<file path="src/rtl/debug_pkg.sv">
// rtl/debug_pkg.sv - command bytes, halt word and controller state encoding for the program loader
package debug_pkg;

    localparam logic [7:0]  CMD_LOAD  = 8'h01;
    localparam logic [7:0]  CMD_RUN   = 8'h02;
    localparam logic [7:0]  CMD_STEP  = 8'h03;
    localparam logic [7:0]  CMD_EXIT  = 8'h04;
    localparam logic [31:0] HALT_WORD = 32'hFFFF_FFFF;

    typedef enum logic [1:0] {
        ST_IDLE = 2'd0,
        ST_LOAD = 2'd1,
        ST_RUN  = 2'd2,
        ST_STEP = 2'd3
    } state_t;

endpackage

</file>
<file path="src/rtl/byte_packer.sv">
// rtl/byte_packer.sv - packs a byte stream MSB-first into DATA_BITS-wide words
module byte_packer #(
    parameter int DATA_BITS = 32
) (
    input  logic                 clk,
    input  logic                 clear,
    input  logic                 i_valid,
    input  logic [7:0]           i_byte,
    output logic [DATA_BITS-1:0] o_word,
    output logic                 o_word_valid
);

    localparam int NBYTES   = DATA_BITS / 8;
    localparam int CNT_BITS = (NBYTES > 1) ? $clog2(NBYTES) : 1;
    localparam logic [CNT_BITS-1:0] LAST = CNT_BITS'(NBYTES - 1);

    logic [DATA_BITS-1:0] shift_q;
    logic [CNT_BITS-1:0]  cnt_q;

    // The completed word is presented in the same cycle as its last byte so the
    // caller can register the memory write exactly one cycle after that byte.
    assign o_word       = (shift_q << 8) | DATA_BITS'(i_byte);
    assign o_word_valid = i_valid && (cnt_q == LAST);

    always_ff @(posedge clk) begin
        if (clear) begin
            shift_q <= '0;
            cnt_q   <= '0;
        end else if (i_valid) begin
            shift_q <= o_word;
            cnt_q   <= (cnt_q == LAST) ? '0 : cnt_q + CNT_BITS'(1);
        end
    end

endmodule

</file>
<file path="src/rtl/program_loader.sv">
// rtl/program_loader.sv - loads a program from the debug byte stream and runs or single-steps the pipeline
module program_loader
    import debug_pkg::*;
#(
    parameter int ADDRESS_BITS = 8,
    parameter int DATA_BITS    = 32
) (
    input  logic                    clk,
    input  logic                    rst,
    input  logic [7:0]              i_rx_data,
    input  logic                    i_rx_valid,
    input  logic                    i_halt,
    output logic                    o_mem_we,
    output logic [ADDRESS_BITS-1:0] o_mem_addr,
    output logic [DATA_BITS-1:0]    o_mem_data,
    output logic                    o_pipe_enable,
    output logic                    o_pipe_rst,
    output logic                    o_loaded,
    output logic                    o_busy
);

    localparam logic [DATA_BITS-1:0]    HALT      = DATA_BITS'(HALT_WORD);
    localparam logic [ADDRESS_BITS-1:0] LAST_ADDR = '1;

    state_t                  state;
    logic [ADDRESS_BITS-1:0] wr_addr;
    logic                    load_start;
    logic                    word_valid;
    logic [DATA_BITS-1:0]    word;

    assign load_start = (state == ST_IDLE) && i_rx_valid && (i_rx_data == CMD_LOAD);

    byte_packer #(
        .DATA_BITS (DATA_BITS)
    ) u_packer (
        .clk          (clk),
        .clear        (rst | load_start),
        .i_valid      ((state == ST_LOAD) && i_rx_valid),
        .i_byte       (i_rx_data),
        .o_word       (word),
        .o_word_valid (word_valid)
    );

    always_ff @(posedge clk) begin
        if (rst) begin
            state         <= ST_IDLE;
            wr_addr       <= '0;
            o_mem_we      <= 1'b0;
            o_mem_addr    <= '0;
            o_mem_data    <= '0;
            o_pipe_enable <= 1'b0;
            o_pipe_rst    <= 1'b1;
            o_loaded      <= 1'b0;
            o_busy        <= 1'b0;
        end else begin
            o_mem_we <= 1'b0;
            case (state)
                ST_IDLE: begin
                    o_pipe_enable <= 1'b0;
                    if (i_rx_valid) begin
                        if (i_rx_data == CMD_LOAD) begin
                            state      <= ST_LOAD;
                            o_busy     <= 1'b1;
                            o_loaded   <= 1'b0;
                            o_pipe_rst <= 1'b1;
                            wr_addr    <= '0;
                        end else if (i_rx_data == CMD_RUN && o_loaded) begin
                            state      <= ST_RUN;
                            o_busy     <= 1'b1;
                            o_pipe_rst <= 1'b1;
                        end else if (i_rx_data == CMD_STEP && o_loaded) begin
                            state      <= ST_STEP;
                            o_busy     <= 1'b1;
                            o_pipe_rst <= 1'b1;
                        end
                    end
                end
                ST_LOAD: begin
                    o_pipe_rst    <= 1'b1;
                    o_pipe_enable <= 1'b0;
                    if (word_valid) begin
                        o_mem_we   <= 1'b1;
                        o_mem_addr <= wr_addr;
                        o_mem_data <= word;
                        wr_addr    <= wr_addr + 1'b1;
                        if (word == HALT || wr_addr == LAST_ADDR) begin
                            state    <= ST_IDLE;
                            o_busy   <= 1'b0;
                            o_loaded <= 1'b1;
                        end
                    end
                end
                // Halt is a stale level from the previous run while the PC is being
                // reset, so it is only honoured once o_pipe_rst has dropped.
                ST_RUN: begin
                    o_pipe_rst <= 1'b0;
                    if (i_halt && !o_pipe_rst) begin
                        state         <= ST_IDLE;
                        o_busy        <= 1'b0;
                        o_pipe_enable <= 1'b0;
                    end else begin
                        o_pipe_enable <= 1'b1;
                    end
                end
                ST_STEP: begin
                    o_pipe_rst    <= 1'b0;
                    o_pipe_enable <= 1'b0;
                    if ((i_halt && !o_pipe_rst) || (i_rx_valid && i_rx_data == CMD_EXIT)) begin
                        state  <= ST_IDLE;
                        o_busy <= 1'b0;
                    end else if (i_rx_valid && i_rx_data == CMD_STEP) begin
                        o_pipe_enable <= 1'b1;
                    end
                end
                default: begin
                    state  <= ST_IDLE;
                    o_busy <= 1'b0;
                end
            endcase
        end
    end

endmodule
</file>
<file path="config.mk">
export PLATFORM = sky130hd
export DESIGN_NAME = program_loader
export DESIGN_NICKNAME = d
export VERILOG_FILES = /design/src/rtl/debug_pkg.sv /design/src/rtl/byte_packer.sv /design/src/rtl/program_loader.sv
export SDC_FILE = /design/constraint.sdc
export NUM_CORES = 1
export LEC_CHECK = 0
export BUFFER_PORTS_ARGS = -buffer_cell sky130_fd_sc_hd__buf_4
export CAP_MARGIN = 15
export CORE_MARGIN = 2
export CORE_UTILIZATION = 49
export DETAILED_ROUTE_END_ITERATION = 10
export PLACE_DENSITY = 0.78
export SYNTH_ARGS = -nofsm -noshare
export SYNTH_HDL_FRONTEND = slang
export SYNTH_SLANG_ARGS = --single-unit
</file>
<file path="constraint.sdc">
create_clock -name clk -period 2 [get_ports clk]
set_input_delay 0.5 -clock clk [delete_from_list [all_inputs] [get_ports clk]]
set_output_delay 0.5 -clock clk [all_outputs]
set_load 0.01 [all_outputs]
</file>
==> results of run 1 <==
-- power by group --
part | switching, mW | internal (mW) | total, mW
clock | 0.572 | 0.571 | 1.14
combinational | 0.0959 | 0.0696 | 0.165
sequential | 0.0150 | 1.62 | 1.64
total | 0.683 | 2.26 | 2.95
-- worst min-delay path: stages --
cell and delay [ns]:
sky130_fd_sc_hd__buf_4 0.13, sky130_fd_sc_hd__nand2_1 0.05, sky130_fd_sc_hd__a21oi_1 0.05
-- path summary, 6_finish.rpt --
path | startpoint | endpoint | slack, ns | cells after the start
max | state[0] | state[0] | 0.14 | 5
min | i_rx_data[7] | o_mem_data[7] | 0.44 | 3
max reg2reg | state[0] | state[0] | 0.14 | 5
min reg2reg | o_mem_data[16] | o_mem_data[16] | 0.46 | 2
-- kinds of logic after synthesis --
kind of cell             Yosys count  share of synthesized area [%]
AO/OA/AOI/OAI                     88                           15.7
XOR/XNOR                           6                           1.69
adder cells (fa/ha/maj)            2                          0.802
buffers and inverters             29                           3.69
flip-flops                        81                           52.0
multiplexers                       2                          0.682
AND/OR/NAND/NOR                  184                           25.4
-- cells in the final DEF, fill, tap and decap left out, types with 2 or more instances in the layout --
master and instances:
sky130_fd_sc_hd__buf_4 75, sky130_fd_sc_hd__clkinv_2 4, sky130_fd_sc_hd__xnor2_1 6, sky130_fd_sc_hd__a211oi_1 4, sky130_fd_sc_hd__nand4_1 11, sky130_fd_sc_hd__nand2_1 138
sky130_fd_sc_hd__a21boi_0 2, sky130_fd_sc_hd__nand2b_1 2, sky130_fd_sc_hd__nand3_1 4, sky130_fd_sc_hd__a21oi_1 72, sky130_fd_sc_hd__dfxtp_1 81, sky130_fd_sc_hd__o21ai_0 2
sky130_fd_sc_hd__nor2_1 15, sky130_fd_sc_hd__nor4_1 2, sky130_fd_sc_hd__clkbuf_8 9, sky130_fd_sc_hd__ha_1 2, sky130_fd_sc_hd__inv_1 3
-- metal layers --
layer  wire (um)  vias up  global-route usage (%)
met5           0        -                       0
met4         138        0                    8.65
met3         480       15                    6.33
met2        3330       88                    31.9
met1        3340     1282                    29.3
li1            -     1436                       -
-- state kept, by name, indices dropped and copies added (netlist names) --
| signal | flops |
|---|---|
| o_busy | 1 |
| o_mem_we | 1 |
| o_mem_addr | 8 |
| o_pipe_rst | 1 |
| o_loaded | 1 |
| o_pipe_enable | 1 |
| state | 2 |
| u_packer.cnt_q | 2 |
| o_mem_data | 32 |
| u_packer.shift_q | 24 |
| wr_addr | 8 |
-- final cells by class --
type | count | share of cell area [%]
tap | 77 | 2.48
multi-input combinational | 282 | 35.7
sequential | 81 | 41.7
inverter | 3 | 0.290
timing repair buffer | 76 | 15.0
clock buffer | 10 | 3.28
clock inverter | 6 | 1.51
-- repair_timing --
| item | CTS | global route |
|---|---|---|
| hold buffers | 0 | 0 |
| gates resized for setup | 0 | 1 |
| setup endpoints to repair | 0 | 1 |
| endpoints found under the hold margin | 0 | 0 |
==> results.toml, run 1 <==
[grt]
wire_length_of_the_first_global_routing_pass_um = 12100
antenna_found_initial = 0
gr-usage-all-layers_pct = 21.4
grt_pass1_vias = 2559
maximum_number_of_pins_on_one_net_before_global_route_repair = 43
overflow = 0

[timing]
grt_setup_unrepaired = "false"
setup_slack_ns = 0.142
final-hold-violation-count = 0
clock-skew-final_ns = 0.00851
worst_relative_slew_slack_pct = 72.4
slew_viol_final = 0
setup_total_negative_slack_ns = 0
hold-worst-slack_ns = 0.435
timing.final.crit_share_pct = 92.9
timing.final.setup_violations = 0
tightestPinTransition_ns = 0.414
final.min_clock_period_ns = 1.86
fmaxAchievable_mhz = 538

[setup_path]
worst-path-max-fanout = 9
critical_path.n_buffers_inverters = 1
element_type_at_the_critical_path_end = "register"
crit_arrival_ns = 2.09
worstSetupPathType = "register to register"
cp_data_required_time_ns = 2.23
critical_path.slowest_cell = "sky130_fd_sc_hd__dfxtp_1"
path_delay_family = "flip-flops"
crit_path_cells = "inv_1 > nor4b_1 > a31oi_1 > a211oi_2 > mux2_1"
critical_path.startpoint_type = "register"
critical_path.max_stage_delay_ns = 0.50

[yosys]
synth-main-ff-cell = "sky130_fd_sc_hd__dfxtp_1"
mapped_cell_area_mm2 = 0.00312
ys_types = 38
synth-edff-count = 0
post_synth.cell_area_avg_um2 = 7.95
postSynthRegisterBits = 81
ys_warn_count = 0
netlist.top_cell.by_area = "sky130_fd_sc_hd__dfxtp_1"
most_numerous_cell_types_in_the_synthesized_netlist = "138 x sky130_fd_sc_hd__nand2_1, 81 x sky130_fd_sc_hd__dfxtp_1, 72 x sky130_fd_sc_hd__a21oi_1"
synth_top_area_share_pct = 52.0
mappedNetlistNets = 406
syn-instance-count = 392
post_synth_main_area_contributors = "sky130_fd_sc_hd__dfxtp_1 52%, sky130_fd_sc_hd__nand2_1 17%, sky130_fd_sc_hd__a21oi_1 12%"
post-synth-top-count-cell = "sky130_fd_sc_hd__nand2_1"
synthArstFlopShare_pct = 0
synth_sequential_area_ratio_pct = 52.0

[cts]
postCtsSetupRepairBufs = 0
cts_root_buf = "sky130_fd_sc_hd__clkbuf_8"
clock_latency_ns = 0.35
cts_tree = "done"
cts_inserted_buffers = 9
htreeDepth = 3
numClockSinks = 81
cts.clk_slew.worst_paths_ns = 0.08
cts-root-to-sink-buffers = 2

[run]
cap_violations = 0

[die]
core.rowCount = 29
initial_utilization_pct = 50.0
design.portCount = 57
chip_height_um = 83.8
die_width_um = 83.8
die-area_mm2 = 0.00702
fp.coreArea_mm2 = 0.00624

[layout]
layout.core_utilization_pct = 62.3
post-route-cell-area_mm2 = 0.00389
num_antenna_cells = 0
final_layout_size_suffix_gt1_share_pct = 21.2
fin_cells = 535
area_of_the_multi_input_gates_mm2 = 0.00139
synthToLayoutAreaGrowth_pct = 24.6
seq_area_mm2 = 0.00162
final_net_count = 467
nFillCells = 546

[drt]
detailedRoute.firstPassIterationCount = 4
routed_wire_length_per_instance_um = 13.6
vias = 2821
drcViolationCount = 0
drt.antenna.violating_nets = 0
routed_via_density = 5.27
routed_wire_length_um = 7290
drtIter0Drc = 179

[placement]
post-place-cells = 519
pre_cts_setup_slack_ns = -0.133
place.detailed.hpwl_um = 4970
placement.io_buffers = 56
globalplace.congestion = 0.857
placedInstanceArea_mm2 = 0.00369

[power_and_ir_drop]
leakage_nw = 1.43
power_density_mw_per_mm2 = 758
pwr_total_mw = 2.95
max_ir_drop_vdd_uv = 427

[hold_path]
min-delay-path-class = "input port to register"

[outcome]
run_status = "complete, no violations"
No activity file was read; power rests on OpenSTA's default activity.
==> inputs of run 2 (changes only) <==
--- a/config.mk
+++ b/config.mk
@@ -10,7 +10,7 @@
 export CORE_MARGIN = 2
 export CORE_UTILIZATION = 49
 export DETAILED_ROUTE_END_ITERATION = 10
-export PLACE_DENSITY = 0.78
+export PLACE_DENSITY = 0.79
 export SYNTH_ARGS = -nofsm -noshare
 export SYNTH_HDL_FRONTEND = slang
 export SYNTH_SLANG_ARGS = --single-unit
==> run 2 against run 1 <==
Compared with the run above:
- final area up 0.55%
- critical path depth unchanged
- critical path type unchanged
- final cell count down 0.19%
- clock skew down 0.0019 ns
- via count up 2.5%
- highest routed layer unchanged
- setup slack better by 0.018 ns
- count of clock-buffer cells in the layout up 1
- first-iteration DRC count up 13%
- die area unchanged
- register-to-register slack better by 0.02 ns
==> results.toml, run 2 (synthesis results as in run 1) <==
[setup_path]
crit_arrival_ns = 2.07
r2r_cells = 5
r2r-start = "u_packer.shift_q[15]"
critical_path.max_stage_delay_ns = 0.39
cp_data_required_time_ns = 2.23
worst-path-max-fanout = 4
path_length_in_cells_of_the_critical_path = 5
critical_path.startpoint_type = "register"
element_type_at_the_critical_path_end = "register"
path_delay_family = "compound AO/OA/AOI/OAI gates"
setup.reg_to_reg.worst_slack_ns = 0.16
critical_path.n_buffers_inverters = 0
r2r-end = "state[0]"
crit_path_cells = "nand4_1 > nor4_1 > a21boi_0 > a211oi_2 > mux2_1"
worstSetupPathType = "register to register"
critical_path.slowest_cell = "sky130_fd_sc_hd__dfxtp_1"

[timing]
hold-worst-slack_ns = 0.432
clock-skew-final_ns = 0.00663
tightestPinTransition_ns = 0.456
setup_slack_ns = 0.160
grt_setup_unrepaired = "false"
final-hold-violation-count = 0
timing.final.crit_share_pct = 92.0
worst_relative_slew_slack_pct = 69.3
slew_viol_final = 0
fmaxAchievable_mhz = 543
final.min_clock_period_ns = 1.84
timing.final.setup_violations = 0

[drt]
detailedRoute.firstPassIterationCount = 4
drcViolationCount = 0
routed_wire_length_um = 7260
drtIter0Drc = 203
routed_via_density = 5.41
drt.antenna.violating_nets = 0
vias = 2891
routed_wire_length_per_instance_um = 13.6

[power_and_ir_drop]
internal_power_mw = 2.43
power.combinational.fraction_pct = 5.3
leakage_nw = 1.44
clockPowerShare_pct = 42.2
power_switching_mw = 0.692
power_density_mw_per_mm2 = 798
netSwitchingFraction_pct = 22.2
max_ir_drop_vdd_uv = 383
sequentialPowerShare_pct = 52.5
pwr_total_mw = 3.12

[layout]
final_common_cell = "sky130_fd_sc_hd__nand2_1"
num_antenna_cells = 0
register_containing_the_most_flip_flops_in_the_final_layout = "o_mem_data"
synthToLayoutAreaGrowth_pct = 25.3
final_net_count = 466
layout_common_cells = "138 x sky130_fd_sc_hd__nand2_1, 80 x sky130_fd_sc_hd__dfxtp_1, 74 x sky130_fd_sc_hd__buf_4"
largestRegisters = "o_mem_data x32, u_packer.shift_q x24"
largest_register_ffs = 32
nFillCells = 550
final_layout_size_suffix_gt1_share_pct = 21.0
fin_cells = 534

[die]
chip_height_um = 83.8
die-area_mm2 = 0.00702
fp.coreArea_mm2 = 0.00624
design.portCount = 57
core.rowCount = 29
initial_utilization_pct = 50.0
die_width_um = 83.8

[grt]
grt.met3_usage_pct = 4.55
antenna_found_initial = 0
global_route.usage.met2_pct = 33.5
overflow = 0
gr-usage-all-layers_pct = 22.0
maximum_number_of_pins_on_one_net_before_global_route_repair = 43
grt_util_met1_pct = 29.1
top_usage_layer = "met2"
wire_length_of_the_first_global_routing_pass_um = 12600
grt_pass1_vias = 2747

[hold_path]
hold-path-endpoint = "u_packer.shift_q[7]"
hold_path_depth = 3
min-delay-path-class = "input port to register"
min-delay-start = "i_rx_data[7]"

[run]
cap_violations = 0

[cts]
cts_tree = "done"
cts-root-to-sink-buffers = 2
cts_inserted_buffers = 9
cts_root_buf = "sky130_fd_sc_hd__clkbuf_8"
htreeDepth = 3
numClockSinks = 81
clock_latency_ns = 0.35
cts.clk_slew.worst_paths_ns = 0.08

[outcome]
run_status = "complete, no violations"

[placement]
place.detailed.hpwl_um = 4930
placement.io_buffers = 56
pre_cts_setup_slack_ns = -0.156
post-place-cells = 518
globalplace.congestion = 0.886
[run 2: how the worst max path moves through the flow]
| stage | from | slack [ns] | to |
|---|---|---|---|
| floorplan | i_rx_data[3] | -0.09 | state[0] |
| global placement | i_rx_data[3] | -0.1 | state[0] |
| detailed placement | i_rx_data[3] | -0.16 | state[0] |
| CTS | state[0] | 0.14 | state[0] |
| global route | u_packer.shift_q[15] | 0.04 | state[0] |
| finish | u_packer.shift_q[15] | 0.16 | state[0] |
[run 2: worst reg2reg max path, delay by kind of cell, from the launching register on]
family | cells | cell delay [ns]
DFF | 1 | 0.39
AOI/OAI and AO/OA | 2 | 0.50
muxes | 1 | 0.37
and+or+nand+nor | 2 | 0.46
[run 2: repair_timing]
item,4_1_cts,5_1_grt
gates resized for setup,0,1
hold buffers,0,0
endpoints found under the hold margin,0,0
setup endpoints to repair,0,1
buffers inserted,0,0
[run 2: layer usage]
metal	vias to the layer above	share of wire, %
met5	-	0
met2	110	45
met3	19	6.7
met1	1326	46
met4	0	2.7
li1	1436	-
[run 2: through the flow]
step	TNS [ns]	utilization [%]	instance area [um2]
floorplan	-0.0915	-	3120
global route	0	62.6	3910
detailed placement	-1.79	59.1	3690
CTS	0	62.6	3910
global placement	-0.930	59.1	3690
finish	0	62.6	3910
[run 2: power by group through the flow]
| stage | registers, mW | logic [mW] | clock network [mW] |
|---|---|---|---|
| CTS | 1.64 | 0.164 | 1.34 |
| finish | 1.64 | 0.166 | 1.32 |
| global route | 1.64 | 0.181 | 1.40 |
| floorplan | 1.67 | 0.0866 | 0 |
| global placement | 1.67 | 0.159 | 0 |
| detailed placement | 1.68 | 0.163 | 0 |
[run 2: cell type report]
type	instances	area (um2)	share of cell area (%)
repair buffers	75	576	14.7
inverters	3	11.3	0.288
multi-input cells	282	1380	35.4
well taps	77	96.3	2.47
clock inverters	5	78.8	2.02
clock buffers	11	141	3.62
flip-flops and latches	81	1620	41.5
==> inputs of run 3 (changes only) <==
--- a/config.mk
+++ b/config.mk
@@ -7,7 +7,6 @@
 export LEC_CHECK = 0
 export BUFFER_PORTS_ARGS = -buffer_cell sky130_fd_sc_hd__buf_4
 export CAP_MARGIN = 15
-export CORE_MARGIN = 2
 export CORE_UTILIZATION = 49
 export DETAILED_ROUTE_END_ITERATION = 10
 export PLACE_DENSITY = 0.79
==> run 3 against run 2 <==
Compared with the run above:
- final area grew 0.51%
- critical path depth grew 1
- total power shrank 1.9%
- clock power shrank 5%
- non-clock buffer count grew 4
- largest cell class unchanged
- largest power group unchanged
==> results.toml, run 3 (synthesis results as in run 1) <==
[cts]
numClockSinks = 81
post_cts.resized_instances = 0
cts-root-to-sink-buffers = 2
cts-hold-fix-buffers = 0
htreeDepth = 3
cts_tree = "done"
cts_inserted_buffers = 9
cts.clk_slew.worst_paths_ns = 0.09
postCtsSetupRepairBufs = 0
clock_latency_ns = 0.34
cts_root_buf = "sky130_fd_sc_hd__clkbuf_8"

[grt]
top_usage_layer = "met2"
global_route.usage.met2_pct = 37.2
grt.met3_usage_pct = 5.11
grt_pass1_vias = 2666
grt_util_met1_pct = 34.0
antenna_found_initial = 0
gr-usage-all-layers_pct = 24.5
maximum_number_of_pins_on_one_net_before_global_route_repair = 43
wire_length_of_the_first_global_routing_pass_um = 12600
overflow = 0

[placement]
placedInstanceArea_mm2 = 0.00371
place.detailed.hpwl_um = 5240
globalplace.congestion = 0.904
pre_cts_setup_slack_ns = -0.206
placement.io_buffers = 56

[drt]
vias = 2896
routed_wire_length_per_instance_um = 14.0
detailedRoute.firstPassIterationCount = 4
routed_wire_length_um = 7530
drtIter0Drc = 202
drcViolationCount = 0
routed_via_density = 5.40
drt.antenna.violating_nets = 0

[layout]
largest_register_ffs = 32
final_layout_size_suffix_gt1_share_pct = 21.9
register_containing_the_most_flip_flops_in_the_final_layout = "o_mem_data"
final_common_cell = "sky130_fd_sc_hd__nand2_1"
largestRegisters = "o_mem_data x32, u_packer.shift_q x24"
layout_common_cells = "138 x sky130_fd_sc_hd__nand2_1, 80 x sky130_fd_sc_hd__dfxtp_1, 78 x sky130_fd_sc_hd__buf_4"
num_antenna_cells = 0
post-route-cell-area_mm2 = 0.00393
synthToLayoutAreaGrowth_pct = 26.0
final_net_count = 470
nFillCells = 528

[setup_path]
crit_end = "state[0]"
r2r-end = "state[0]"
critical_path.slowest_cell = "sky130_fd_sc_hd__or4_4"
cp_data_required_time_ns = 2.23
crit_path_cells = "buf_4 > or4_4 > nor3_4 > nand4_1 > a211oi_2 > mux2_1"
r2r_cells = 5
element_type_at_the_critical_path_end = "register"
setup.worst_path.start = "i_rx_data[3]"
crit_arrival_ns = 2.09
worst-path-max-fanout = 2
critical_path.startpoint_type = "input port"
worstSetupPathType = "input port to register"
critical_path.max_stage_delay_ns = 0.55
r2r-start = "u_packer.shift_q[15]"
setup.reg_to_reg.worst_slack_ns = 0.19

[power_and_ir_drop]
power_density_mw_per_mm2 = 779
leakage_nw = 1.45
max_ir_drop_vdd_uv = 498
pwr_total_mw = 3.06

[timing]
clock-skew-final_ns = 0.00842
slew_viol_final = 0
final-hold-violation-count = 0
worst_relative_slew_slack_pct = 72.3
setup_slack_ns = 0.137
tightestPinTransition_ns = 0.405
timing.final.crit_share_pct = 93.1
timing.final.setup_violations = 0
fmaxAchievable_mhz = 537
grt_setup_unrepaired = "false"
final.min_clock_period_ns = 1.86
hold-worst-slack_ns = 0.434

[die]
design.portCount = 57
fp.coreArea_mm2 = 0.00603
initial_utilization_pct = 51.7
core.rowCount = 28
die_width_um = 81.8
chip_height_um = 81.8
die-area_mm2 = 0.00669

[outcome]
run_status = "complete, no violations"

[run]
cap_violations = 0

[hold_path]
min-delay-path-class = "input port to register"
run 3: report_power, final:
group	switching, mW	internal (mW)
combinational	0.0987	0.0700
clock	0.603	0.649
sequential	0.0147	1.62
total	0.716	2.34
run 3: metal layers:
layer,vias up,part of all wire (%)
met5,-,0
met4,0,1.7
met3,12,5.2
met2,94,47
met1,1350,47
li1,1440,-
run 3: layout make-up:
| class | count | area (um2) | area share [%] |
|---|---|---|---|
| multi-input combinational | 282 | 1380 | 35.2 |
| timing repair buffer | 79 | 606 | 15.4 |
| clock inverter | 5 | 61.3 | 1.56 |
| sequential | 81 | 1620 | 41.3 |
| tap | 75 | 93.8 | 2.39 |
| clock buffer | 11 | 151 | 3.85 |
| inverter | 3 | 11.3 | 0.287 |
run 3: how the worst min path moves through the flow:
stage / start / slack, ns / cells past startpoint / endpoint
after detailed placement: o_mem_addr[3] / 0.45 / 2 / o_mem_addr[3]
after global placement: o_mem_data[3] / 0.44 / 2 / o_mem_data[3]
final: i_rx_data[7] / 0.43 / 3 / o_mem_data[7]
after CTS: i_rx_data[7] / 0.42 / 3 / o_mem_data[7]
after floorplan: u_packer.cnt_q[1] / 0.44 / 2 / u_packer.cnt_q[1]
after global routing: i_rx_data[7] / 0.41 / 3 / o_mem_data[7]
run 3: stage by stage:
stage               cells  utilization, %  TNS (ns)
floorplan             392               -   -0.0915
global placement      520            61.6    -0.999
detailed placement    520            61.6     -2.89
CTS                   536            65.2         0
global route          536            65.2         0
finish                536            65.2         0
run 3: worst max-delay path: cells and delay by family:
| family | cells | cell delay [ns] |
|---|---|---|
| AO/OA/AOI/OAI | 1 | 0.27 |
| buffers and inverters | 1 | 0.11 |
| multiplexers | 1 | 0.37 |
| AND/OR/NAND/NOR | 3 | 0.83 |
